File: src/rtl/rggen_bus_arbiter_pkg.sv
// Shared types and constants for the register-bus arbiter.
package rggen_bus_arbiter_pkg;

    typedef enum logic {
        IDLE = 1'b0,
        BUSY = 1'b1
    } state_e;

    localparam logic [1:0] STATUS_OK      = 2'b00;
    localparam logic [1:0] STATUS_SLVERR  = 2'b01;
    localparam logic [1:0] STATUS_TIMEOUT = 2'b10;

    // Index width that stays legal for a single requester.
    function automatic int index_width(input int n);
        return (n > 1) ? $clog2(n) : 1;
    endfunction

endpackage

File: src/rtl/rggen_mux.sv
// One-hot AND-OR multiplexer; an all-zero select yields zero.
module rggen_mux #(
    parameter int WIDTH   = 1,
    parameter int ENTRIES = 2
) (
    input  logic [ENTRIES-1:0]       i_select,
    input  logic [ENTRIES*WIDTH-1:0] i_data,
    output logic [WIDTH-1:0]         o_data
);

    always_comb begin
        o_data = '0;
        for (int k = 0; k < ENTRIES; k++) begin
            o_data |= i_data[k*WIDTH+:WIDTH] & {WIDTH{i_select[k]}};
        end
    end

endmodule

File: src/rtl/rggen_rr_picker.sv
// Round-robin picker: first requester strictly after last_grant, circularly.
module rggen_rr_picker
    import rggen_bus_arbiter_pkg::*;
#(
    parameter int REQUESTERS = 2,
    localparam int IW        = index_width(REQUESTERS)
) (
    input  logic [REQUESTERS-1:0] i_request,
    input  logic [IW-1:0]         i_last_grant,
    output logic [REQUESTERS-1:0] o_grant
);

    logic [2*REQUESTERS-1:0] doubled;
    logic                    found;

    // Searching the doubled vector over (last, last+N] walks the ring once
    // without any variable-width rotate.
    always_comb begin
        doubled = {i_request, i_request};
        o_grant = '0;
        found   = 1'b0;
        for (int j = 0; j < 2 * REQUESTERS; j++) begin
            if (!found && doubled[j] && (j > int'(i_last_grant)) &&
                (j <= int'(i_last_grant) + REQUESTERS)) begin
                found = 1'b1;
                o_grant[(j >= REQUESTERS) ? (j - REQUESTERS) : j] = 1'b1;
            end
        end
    end

endmodule

File: src/rtl/rggen_bus_arbiter.sv
// Round-robin arbiter sharing one register-bus port between REQUESTERS masters.
// Optional BUSY timeout: define RGGEN_BUS_ARBITER_TIMEOUT_EN.
module rggen_bus_arbiter
    import rggen_bus_arbiter_pkg::*;
#(
    parameter int REQUESTERS     = 2,
    parameter int ADDRESS_WIDTH  = 8,
    parameter int DATA_WIDTH     = 32,
    parameter int TIMEOUT_CYCLES = 256
) (
    input  logic                               i_clk,
    input  logic                               i_rst,
    input  logic [REQUESTERS-1:0]              i_request,
    input  logic [REQUESTERS*ADDRESS_WIDTH-1:0] i_address,
    input  logic [REQUESTERS-1:0]              i_write,
    input  logic [REQUESTERS*DATA_WIDTH-1:0]   i_write_data,
    output logic [REQUESTERS-1:0]              o_ready,
    output logic [DATA_WIDTH-1:0]              o_read_data,
    output logic [1:0]                         o_status,
    output logic                               o_bus_valid,
    output logic [ADDRESS_WIDTH-1:0]           o_bus_address,
    output logic                               o_bus_write,
    output logic [DATA_WIDTH-1:0]              o_bus_write_data,
    input  logic                               i_bus_ready,
    input  logic [DATA_WIDTH-1:0]              i_bus_read_data,
    input  logic [1:0]                         i_bus_status
);

    localparam int IW = index_width(REQUESTERS);

    state_e                state;
    logic [REQUESTERS-1:0] grant;
    logic [REQUESTERS-1:0] next_grant;
    logic [IW-1:0]         last_grant;
    logic [IW-1:0]         grant_index;
    logic                  bus_done;
    logic                  timeout;
    logic                  done;

    rggen_rr_picker #(.REQUESTERS(REQUESTERS)) u_picker (
        .i_request    (i_request),
        .i_last_grant (last_grant),
        .o_grant      (next_grant)
    );

    rggen_mux #(.WIDTH(ADDRESS_WIDTH), .ENTRIES(REQUESTERS)) u_mux_address (
        .i_select (grant),
        .i_data   (i_address),
        .o_data   (o_bus_address)
    );

    rggen_mux #(.WIDTH(1), .ENTRIES(REQUESTERS)) u_mux_write (
        .i_select (grant),
        .i_data   (i_write),
        .o_data   (o_bus_write)
    );

    rggen_mux #(.WIDTH(DATA_WIDTH), .ENTRIES(REQUESTERS)) u_mux_write_data (
        .i_select (grant),
        .i_data   (i_write_data),
        .o_data   (o_bus_write_data)
    );

    always_comb begin
        grant_index = '0;
        for (int k = 0; k < REQUESTERS; k++) begin
            if (grant[k]) grant_index = IW'(k);
        end
    end

`ifdef RGGEN_BUS_ARBITER_TIMEOUT_EN
    localparam int CW = $clog2(TIMEOUT_CYCLES + 1);
    logic [CW-1:0] busy_count;

    always_ff @(posedge i_clk) begin
        if (i_rst || state == IDLE) begin
            busy_count <= '0;
        end else if (!i_bus_ready && busy_count != CW'(TIMEOUT_CYCLES)) begin
            busy_count <= busy_count + 1'b1;
        end
    end

    // A real response in the expiry cycle takes precedence.
    assign timeout = (state == BUSY) && !i_bus_ready && (busy_count == CW'(TIMEOUT_CYCLES));
`else
    assign timeout = 1'b0;
`endif

    assign bus_done    = (state == BUSY) && i_bus_ready;
    assign done        = bus_done || timeout;
    assign o_bus_valid = (state == BUSY);
    assign o_ready     = done ? grant : '0;
    assign o_read_data = bus_done ? i_bus_read_data : '0;
    assign o_status    = bus_done ? i_bus_status : (timeout ? STATUS_TIMEOUT : STATUS_OK);

    always_ff @(posedge i_clk) begin
        if (i_rst) begin
            state      <= IDLE;
            grant      <= '0;
            last_grant <= IW'(REQUESTERS - 1);
        end else begin
            case (state)
                IDLE: begin
                    if (|i_request) begin
                        grant <= next_grant;
                        state <= BUSY;
                    end else begin
                        grant <= '0;
                    end
                end
                BUSY: begin
                    if (done) begin
                        state      <= IDLE;
                        last_grant <= grant_index;
                        grant      <= '0;
                    end
                end
                default: state <= IDLE;
            endcase
        end
    end

endmodule

File: config.mk
export PLATFORM = sky130hd
export DESIGN_NAME = rggen_bus_arbiter
export DESIGN_NICKNAME = d
export VERILOG_FILES = /design/src/rtl/rggen_bus_arbiter_pkg.sv /design/src/rtl/rggen_mux.sv /design/src/rtl/rggen_rr_picker.sv /design/src/rtl/rggen_bus_arbiter.sv
export SDC_FILE = /design/constraint.sdc
export NUM_CORES = 1
export LEC_CHECK = 0
export CAP_MARGIN = 5
export CORE_AREA = 2 2 76 78
export DETAILED_ROUTE_END_ITERATION = 16
export DIE_AREA = 0 0 78 80
export PLACE_DENSITY = 0.75
export SLEW_MARGIN = 30
export SYNTH_ARGS = -nofsm -noshare
export SYNTH_HDL_FRONTEND = slang
export SYNTH_SLANG_ARGS = --single-unit
File: constraint.sdc
create_clock -name i_clk -period 1.3 [get_ports i_clk]
set_input_delay 0.13 -clock i_clk [delete_from_list [all_inputs] [get_ports i_clk]]
set_output_delay 0.13 -clock i_clk [all_outputs]
set_load 0.005 [all_outputs]
==> run_results.csv <==
group,metric,value,unit
global_route,grt_usage,20.8,%
worst_setup_path,critical_path_class,"flip-flop to output port",
power_and_ir_drop,p_per_area,451,nW/um^2
finish,drive_gt1_share,32.9,%
routing,drc_errors,0,
global_route,grt_overflow_total,0,
global_route,grt_pass1_vias,1817,
yosys,yosys_warnings,0,
place,post-dp-hpwl,4.80,mm
clock_tree,cts_made_buffers,3,
worst_setup_path,end_kind,"output port",
finish,nets,442,
clock_tree,path_clk_slew,0.03,ns
routing,wire_per_inst,18.1,microns
place,portBuffers,198,
routing,viasPerCell,4.62,
floorplanning,die_w,78,microns
sta,rsz0062_at_grt,"yes",
sta,setup_ws,-0.0845,ns
worst_setup_path,rr_startpoint,"grant[1]$_SDFFE_PP0P_",
sta,setup_viol,17,
floorplanning,die_y,80,microns
sta,worstMarginPinSlew,0.195,ns
finish,final_common_cell,"clkdlybuf4s50_1",
sta,period_share,107,%
worst_setup_path,path_buf_inv,4,
worst_setup_path,crit_family,"buffers and inverters",
sta,setup_tns,-0.883,ns
yosys,netlist_instances,112,
sta,finalCriticalPeriod,1.38,ns
run_status,violations,"negative setup slack",
routing,dr.pass1.iters,4,
floorplanning,die-area,6240,sq um
finish,syn2layout_area_growth,263,%
power_and_ir_drop,power.leakage,1.52,nW
sta,slew_headroom,86.9,%
clock_tree,cts_root_buf,"clkbuf_8",
finish,final_cell_mix,"clkdlybuf4s50_1, buf_2, a22o_1",
worst_setup_path,path_cells,"buf_8 -> buf_12 -> buf_16 -> a22o_1 -> buf_2",
yosys,syn-cell-area,850,sq um
job,drv_cap,0,
worst_setup_path,cp_slowest_stage_delay,0.35,ns
yosys,synth.distinct_cells,17,
worst_setup_path,arrival,1.25,ns
finish,antenna_cells,0,
global_route,grt_pass1_wl,10.0,mm
routing,vias,1807,
hold_path,hold_path_class,"flip-flop to flip-flop",
floorplanning,io_pins,199,
yosys,avgSynthCellArea,7.59,sq um
yosys,synth-seq-area-share,9.43,%
worst_setup_path,start_kind,"flip-flop",
sta,max_freq,722,MHz
clock_tree,cts_sinks,4,
clock_tree,clock_path_buffers,2,
sta,drv_slew,0,
yosys,ys_seq_elements,4,
place,gp_congestion,0.797,
worst_setup_path,path_max_fanout,5,
run_status,outcome,"finished with violations",
routing,routed_wl,7.06,mm
floorplanning,core_area,5410,sq um
hold_path,worstHoldStart,"last_grant$_SDFFE_PP1P_",
clock_tree,hold_buffers,0,
worst_setup_path,critPathRequiredTime,1.17,ns
power_and_ir_drop,finalPower,0.00139,W
clock_tree,cts_tree,"built",
routing,antenna_left,0,
sta,hold_violations,0,
global_route,antenna_found_initial,0,
yosys,synth_fp_nets,233,
worst_setup_path,crit_slowest_cell,"dfxtp_4",
power_and_ir_drop,peakVddDrop,0.478,mV
worst_setup_path,crit_start,"grant[1]$_SDFFE_PP0P_",
routing,drtIter0Drc,31,
floorplanning,rows,27,
clock_tree,clk_latency,0.22,ns
clock_tree,htree_num_levels,1,
sta,skew,0.00256,ns
global_route,grt_max_degree,21,
floorplanning,start_util,15.7,%
per-stage QoR:
| stage | instances | hold WS [ns] | area [sq um] | util [%] | worst slack [ns] |
|---|---|---|---|---|---|
| finish | 391 | 0.494 | 3090 | 57.1 | -0.0845 |
| global route | 391 | 0.507 | 3090 | 57.1 | -0.123 |
| CTS | 392 | 0.504 | 3120 | 57.8 | -0.105 |
| detailed placement | 372 | 0.496 | 2920 | 54.0 | -0.364 |
| global placement | 372 | 0.476 | 2920 | 54.0 | -0.340 |
| floorplan | 112 | 0.199 | 850 | - | 0.355 |
cell families after synthesis:
family | share of synthesized area, %
compound gates | 45.8
buf+inv | 13.8
flops | 9.43
simple gates | 30.9
path summary, 6_finish.rpt:
check                                                to  depth (start not counted)  slack, ns
worst max register to register  last_grant$_SDFFE_PP1P_                          4       0.14
worst min-delay path            last_grant$_SDFFE_PP1P_                          1       0.49
worst max-delay path                o_bus_write_data[5]                          5      -0.08
worst min register to register  last_grant$_SDFFE_PP1P_                          1       0.49
final cells by class:
cell class,instances,area (sq um)
Fill cell,495,2320
Timing Repair Buffer,222,2170
Multi-Input combinational cell,89,691
Sequential cell,4,91.3
Tap cell,72,90.1
Clock buffer,3,41.3
Inverter,1,3.75
state kept, by name, indices dropped and copies added (netlist names):
register     flops
o_bus_valid      1
grant            2
last_grant       1
routing by layer:
layer	vias up	share of wire (%)	GRT usage (%)	routed length (microns)
met1	821	40	23.7	2810
met5	-	0	0	0
met2	113	49	38.4	3480
met3	8	9.6	5.77	677
met4	0	1.3	4.91	91
li1	865	-	-	-
synth_stat cells (all sizes together):
cell	number	area (sq um)
nand2	3	11.3
nand3	1	5.00
nor2b	1	6.26
nand2b	1	6.26
and3	36	225
a32oi	1	8.76
nor2	1	3.75
a22o	41	359
nor3	1	5.00
a211o	1	8.76
dfxtp	4	80.1
buf	17	110
inv	1	3.75
a21oi	1	5.00
clkbuf	1	3.75
a211oi	1	7.51
where the power goes:
group	switching (W)	internal, W	total, W
Clock	0.0000640	0.000197	0.000261
Combinational	0.000297	0.000685	0.000982
Sequential	0.0000179	0.000131	0.000149
what timing repair did:
| action | in CTS | in global routing |
|---|---|---|
| resized for setup | 296 | 25 |
| cloned | 9 | 1 |
| buffers inserted | 8 | 1 |
| pin swaps | 7 | 16 |
| endpoints found under the setup margin | 78 | 67 |
Power figures use the tool's default switching activity.
